<file path="config.mk">
export PLATFORM = sky130hd
export DESIGN_NAME = ps2_key_rx
export DESIGN_NICKNAME = d
export VERILOG_FILES = /design/src/rtl/ps2_key_rx.sv
export SDC_FILE = /design/constraint.sdc
export NUM_CORES = 1
export LEC_CHECK = 0
export ABC_CLOCK_PERIOD_IN_PS = 4500
export BUFFER_PORTS_ARGS = -buffer_cell sky130_fd_sc_hd__buf_2
export CAP_MARGIN = 20
export CORE_ASPECT_RATIO = 0.8
export CORE_UTILIZATION = 55
export DETAILED_ROUTE_END_ITERATION = 8
export PLACE_DENSITY = 0.74
export SLEW_MARGIN = 20
export SYNTH_ARGS = -nofsm -noshare
export SYNTH_HDL_FRONTEND = slang
export SYNTH_SLANG_ARGS = --single-unit
</file>
<file path="constraint.sdc">
create_clock -name clk -period 4.5 [get_ports clk]
set_input_delay 0.225 -clock clk [delete_from_list [all_inputs] [get_ports clk]]
set_output_delay 0.225 -clock clk [all_outputs]
set_load 0.05 [all_outputs]
</file>
<file path="src/rtl/ps2_key_rx.sv">
// rtl/ps2_key_rx.sv - PS/2 keyboard receiver producing 11-bit key events
module ps2_key_rx #(
    parameter int FILTER  = 8,
    parameter int TIMEOUT = 20000
) (
    input  logic        clk,
    input  logic        reset,
    input  logic        ps2_clk,
    input  logic        ps2_data,
    output logic [10:0] ps2_key,
    output logic [7:0]  raw_code,
    output logic        raw_stb,
    output logic        frame_err
);

    localparam int FW = $clog2(FILTER + 1);
    localparam int TW = $clog2(TIMEOUT + 1);

    typedef enum logic {
        ST_IDLE  = 1'b0,
        ST_SHIFT = 1'b1
    } state_t;

    // Synchronisers, idle-high like the bus itself
    logic clk_s1_q, clk_s2_q, dat_s1_q, dat_s2_q;

    // Clock filter
    logic          clk_f_q, clk_f_d;
    logic [FW-1:0] flt_cnt_q, flt_cnt_d;
    logic          fall;

    // Frame receiver
    state_t        state_q, state_d;
    logic [3:0]    cnt_q, cnt_d;
    logic [7:0]    shift_q, shift_d;
    logic          par_q, par_d;
    logic [TW-1:0] tmo_q, tmo_d;
    logic          byte_ok;
    logic          err;

    // Sequence decoder and outputs
    logic          ext_q, ext_d;
    logic          brk_q, brk_d;
    logic [2:0]    skip_q, skip_d;
    logic [10:0]   key_q, key_d;
    logic [7:0]    raw_code_q, raw_code_d;
    logic          raw_stb_q, raw_stb_d;
    logic          frame_err_q, frame_err_d;

    // Two-flop synchronisers on both pins
    always_ff @(posedge clk or posedge reset) begin
        if (reset) begin
            clk_s1_q <= 1'b1;
            clk_s2_q <= 1'b1;
            dat_s1_q <= 1'b1;
            dat_s2_q <= 1'b1;
        end else begin
            clk_s1_q <= ps2_clk;
            clk_s2_q <= clk_s1_q;
            dat_s1_q <= ps2_data;
            dat_s2_q <= dat_s1_q;
        end
    end

    // Filtered clock follows the pin only after FILTER stable cycles at a new level
    always_comb begin
        clk_f_d   = clk_f_q;
        flt_cnt_d = flt_cnt_q;
        if (clk_s2_q == clk_f_q) begin
            flt_cnt_d = '0;
        end else if (flt_cnt_q == FW'(FILTER - 1)) begin
            clk_f_d   = clk_s2_q;
            flt_cnt_d = '0;
        end else begin
            flt_cnt_d = flt_cnt_q + 1'b1;
        end
        // Edge is flagged in the cycle the filter commits to low, so data is sampled then
        fall = clk_f_q & ~clk_f_d;
    end

    // Filter state register
    always_ff @(posedge clk or posedge reset) begin
        if (reset) begin
            clk_f_q   <= 1'b1;
            flt_cnt_q <= '0;
        end else begin
            clk_f_q   <= clk_f_d;
            flt_cnt_q <= flt_cnt_d;
        end
    end

    // Frame FSM: start, 8 data bits LSB first, odd parity, stop; abort on inactivity
    always_comb begin
        state_d = state_q;
        cnt_d   = cnt_q;
        shift_d = shift_q;
        par_d   = par_q;
        byte_ok = 1'b0;
        err     = 1'b0;
        tmo_d   = (fall || state_q == ST_IDLE) ? '0 : tmo_q + 1'b1;
        case (state_q)
            ST_IDLE: begin
                if (fall) begin
                    if (!dat_s2_q) begin
                        state_d = ST_SHIFT;
                        cnt_d   = 4'd1;
                    end else begin
                        err = 1'b1;
                    end
                end
            end
            ST_SHIFT: begin
                if (fall) begin
                    if (cnt_q <= 4'd8) begin
                        shift_d = {dat_s2_q, shift_q[7:1]};
                        cnt_d   = cnt_q + 4'd1;
                    end else if (cnt_q == 4'd9) begin
                        par_d = dat_s2_q;
                        cnt_d = 4'd10;
                    end else begin
                        // Parity is judged with the stop bit so a bad frame reports once
                        state_d = ST_IDLE;
                        cnt_d   = 4'd0;
                        if (dat_s2_q && (^{shift_q, par_q})) begin
                            byte_ok = 1'b1;
                        end else begin
                            err = 1'b1;
                        end
                    end
                end else if (tmo_q == TW'(TIMEOUT)) begin
                    state_d = ST_IDLE;
                    cnt_d   = 4'd0;
                    err     = 1'b1;
                end
            end
            default: begin
                state_d = ST_IDLE;
                cnt_d   = 4'd0;
            end
        endcase
    end

    // Frame FSM state register
    always_ff @(posedge clk or posedge reset) begin
        if (reset) begin
            state_q <= ST_IDLE;
            cnt_q   <= 4'd0;
            shift_q <= 8'h00;
            par_q   <= 1'b0;
            tmo_q   <= '0;
        end else begin
            state_q <= state_d;
            cnt_q   <= cnt_d;
            shift_q <= shift_d;
            par_q   <= par_d;
            tmo_q   <= tmo_d;
        end
    end

    // Scan-code sequence decoder: prefixes, Pause skip, protocol replies, key events
    always_comb begin
        ext_d       = ext_q;
        brk_d       = brk_q;
        skip_d      = skip_q;
        key_d       = {1'b0, key_q[9:0]};
        raw_code_d  = raw_code_q;
        raw_stb_d   = 1'b0;
        frame_err_d = err;
        if (err) begin
            ext_d  = 1'b0;
            brk_d  = 1'b0;
            skip_d = 3'd0;
        end else if (byte_ok) begin
            raw_code_d = shift_q;
            raw_stb_d  = 1'b1;
            if (skip_q != 3'd0) begin
                skip_d = skip_q - 3'd1;
            end else begin
                case (shift_q)
                    8'hE0: ext_d  = 1'b1;
                    8'hF0: brk_d  = 1'b1;
                    8'hE1: skip_d = 3'd7;
                    8'hAA, 8'hFA, 8'hEE, 8'hFE, 8'h00, 8'hFF: begin
                        // Device replies carry no key information
                    end
                    default: begin
                        key_d = {1'b1, ~brk_q, ext_q, shift_q};
                        ext_d = 1'b0;
                        brk_d = 1'b0;
                    end
                endcase
            end
        end
    end

    // Decoder and output registers
    always_ff @(posedge clk or posedge reset) begin
        if (reset) begin
            ext_q       <= 1'b0;
            brk_q       <= 1'b0;
            skip_q      <= 3'd0;
            key_q       <= 11'h000;
            raw_code_q  <= 8'h00;
            raw_stb_q   <= 1'b0;
            frame_err_q <= 1'b0;
        end else begin
            ext_q       <= ext_d;
            brk_q       <= brk_d;
            skip_q      <= skip_d;
            key_q       <= key_d;
            raw_code_q  <= raw_code_d;
            raw_stb_q   <= raw_stb_d;
            frame_err_q <= frame_err_d;
        end
    end

    assign ps2_key   = key_q;
    assign raw_code  = raw_code_q;
    assign raw_stb   = raw_stb_q;
    assign frame_err = frame_err_q;

endmodule

</file>
==> results.md <==
- Final Max Tran Viols: 0
- Row Count: 24
- Net Sw Frac: between 20% and 30%
- Max-cap viol count: 0
- Combinational power share: 4.2%
- CTS tree: done
- DR WL/cell: 15.0 um
- Hold Fails Final Rpt: 0
- Multi-input gate area: around 0.0015 mm^2
- Tcrit/Tclk final: 59.5%
- Final Routed Wirelength: between 5000 and 6000 um
- Async SR Flop Fraction: 100%
- Count leader, synth: dfrtp_1
- Post-synth EDFFs: 0
- Reg clk slew, reported paths: 0.07 ns
- Slew @ Worst Pin: 0.782 ns
- # clock sinks: 64
- Clock root buffer: clkbuf_8
- Synth unique cells: between 60 and 70
- Sequential power share: roughly half
- Status: finished, final reports clean
- Synth top area share: 46.6%
- DR DRC count: 0
- Worst Skew: approximately 0.0089 ns
- Post-synthesis sequential area ratio: between 50 and 60%
- Total power: around 1.2 mW
- Avg Inst Size Synth: approximately 12 um^2
- Finished Layout Cells: between 300 and 400
- Die height: 69.9 um
- IO Port Bufs: 24
- DP HPWL: 3930 um
- Critical setup path kind: reg -> reg
- Std-Cell Core Area: between 0.005 and 0.006 mm^2
- 1st-iter DRT viols: 160
- Clock Power Share: between 40% and 50%
- Final setup fails: 0
- GRT overflow: 0
- CTS buffer count: 9
- Die area: roughly 0.006 mm^2
- Initial core utilization: 57.7%
- Peak supply drop: ~0.00023 V
- Unrepaired setup endpoints after global routing: no
- FILL cells: ~430
- Pre-CTS setup slack: ~1.8 ns
- Leak: ~1.7 nW
- Hold Path Class: in -> async
- Antenna Cells: 0
- Warnings, synthesis: 0
- Area contributors post-synth: dfrtp_1 (47%), dfstp_2 (4.1%), mux2_4 (3.8%), mux2_1 (3.6%), xnor2_1 (3.3%)
- R2r endpoint: ps2_key[7]$_DFFE_PP0P_
- Share of cells above drive strength 1: 22.4%
- FF+latch area: ~0.0016 mm^2
- Post-Syn Instances: approximately 270
- Worst skew pair latency: 0.34 ns
- Postcts setup bufs: 0
- R2R Path Start: shift_q[4]$_DFFE_PP0P_
- Post-synth top cells: dfrtp_1 (59), nor2_1 (26), nand2_1 (15), xnor2_1 (12), inv_1 (11)
- Pin count of the biggest net entering global routing: 65
- Fmax: about 0.37 GHz
- # H-tree levels: 3
- First-pass GRT wire length: between 10000 and 15000 um
- Vias in the first global route: roughly 2100
- Crit end category: flip-flop
- Largest area contributor in the netlist: dfrtp_1
- Req. time, crit path: 4.72 ns
- Synth Flop Type: dfrtp_1
- #FFs+latches synth: 64
- Area growth, synth to finish: 13.1%
- Netlist Area Pre-Place: between 0.003 and 0.004 mm^2
- Setup TNS: 0 ns
- I/O Pins: 25
- Hold WS: 0.0959 ns
- Max-slew headroom: a little under half
- Vias/cell: approximately 5.5
- Routed Antenna Nets: 0
- Power density cells: roughly 340 mW/mm^2
- Cells after DPL: between 300 and 400
- Post-cts resize count: 0
- Crit-path max FO: 11
- NumNets Final: 310
- Total global-route track usage: between 20% and 30%
- Vias: approximately 2100
- Net Count, Synth: 283
- Net switching power figure: ~250 uW
- DR pass1 iterations: 4
- Die width: a little under 90 um
- Worst reg-to-reg setup slack: 1.82 ns
- Worst R2R Path Depth: 5
- Routability cong.: ~0.80
- Initial antenna violation count: 0
- Slack of the critical path: around 1.8 ns
- CP arrival: ~2.9 ns
- Clock buffer depth: 2
- Int Pwr: ~960 uW
- Critical path startpoint category: flip-flop
- Min cycle time layout: ~2.7 ns
==> final cells by class <==
type | count | share of cell area, %
Sequential cell | 64 | 44.9
Multi-Input combinational cell | 185 | 40.9
Tap cell | 78 | 2.72
Timing Repair Buffer | 27 | 4.12
Clock inverter | 3 | 1.82
Clock buffer | 13 | 4.44
Inverter | 11 | 1.15
==> metal layers <==
metal | share of wire [%] | wire (um) | global-route usage [%]
met5 | 0 | 0 | 0
met4 | 1.6 | 91 | 8.15
met3 | 4.0 | 230 | 6.26
met2 | 44 | 2490 | 30.1
met1 | 51 | 2900 | 33.4
==> through the flow <==
stage | util, % | area, um^2
floorplan | - | 3170
global placement | 60.7 | 3340
detailed placement | 60.7 | 3340
CTS | 65.2 | 3580
global route | 65.2 | 3580
finish | 65.2 | 3580
==> cell families (layout without fill, tap and decap cells) <==
family / Yosys count / after routing / share of synthesized area, %
simple gates: 96 / 96 / 16.9
fa+ha+maj: 9 / 9 / 3.48
compound gates: 29 / 29 / 6.60
mux: 29 / 29 / 11.5
buf+inv: 22 / 54 / 3.04
flops: 64 / 64 / 50.8
xor+xnor: 22 / 22 / 7.70
==> power groups by stage <==
stage	Sequential, mW	Combinational (mW)	Clock [mW]
after global placement	0.622	0.0485	0
after CTS	0.612	0.0520	0.562
after floorplan	0.619	0.0392	0
after global routing	0.616	0.0582	0.588
final	0.612	0.0503	0.546
after detailed placement	0.622	0.0507	0
==> critical path, stage by stage (launching register included) <==
cell and delay, ns:
dfrtp_1 0.56, xor2_2 0.16, xnor3_2 0.51, nor4b_4 0.34, o221a_1 0.63, mux2_4 0.35
==> worst max-delay path by stage <==
stage	start	to	slack (ns)
floorplan	shift_q[5]$_DFFE_PP0P_	ps2_key[1]$_DFFE_PP0P_	2.28
global placement	shift_q[4]$_DFFE_PP0P_	ps2_key[5]$_DFFE_PP0P_	1.91
detailed placement	shift_q[4]$_DFFE_PP0P_	ps2_key[7]$_DFFE_PP0P_	1.84
CTS	shift_q[4]$_DFFE_PP0P_	ps2_key[7]$_DFFE_PP0P_	1.82
global route	skip_q[0]$_DFFE_PP0P_	ps2_key[7]$_DFFE_PP0P_	1.69
finish	shift_q[4]$_DFFE_PP0P_	ps2_key[7]$_DFFE_PP0P_	1.82
==> cells in the final DEF, fill, tap and decap left out, types with 3 or more instances in the layout <==
cell type / instances
mux2_4: 8
dfrtp_1: 59
xnor2_1: 12
mux2_2: 8
buf_2: 24
inv_1: 10
ha_1: 8
mux2_1: 10
nand4_1: 8
nor2b_1: 3
and3_1: 8
a21oi_1: 4
nand2b_1: 3
clkbuf_8: 11
dfstp_2: 5
xor2_1: 6
nor3_1: 6
nand3_1: 5
a211oi_1: 3
nor2_1: 26
nand2_1: 15
==> state kept, by name, summed over array words and instances, names as in the netlist <==
register / flops
tmo_q: 15
clk_s1_q: 1
raw_stb: 1
ps2_key: 11
dat_s1_q: 1
ext_q: 1
flt_cnt_q: 4
brk_q: 1
clk_f_q: 1
dat_s2_q: 1
shift_q: 8
cnt_q: 4
par_q: 1
clk_s2_q: 1
skip_q: 3
state_q: 1
frame_err: 1
raw_code: 8
==> what timing repair did <==
item | CTS | global route
hold buffers | 2 | 0
setup endpoints to repair | 0 | 0
hold endpoints to repair | 2 | 0
(Power assumes the default switching activity.)
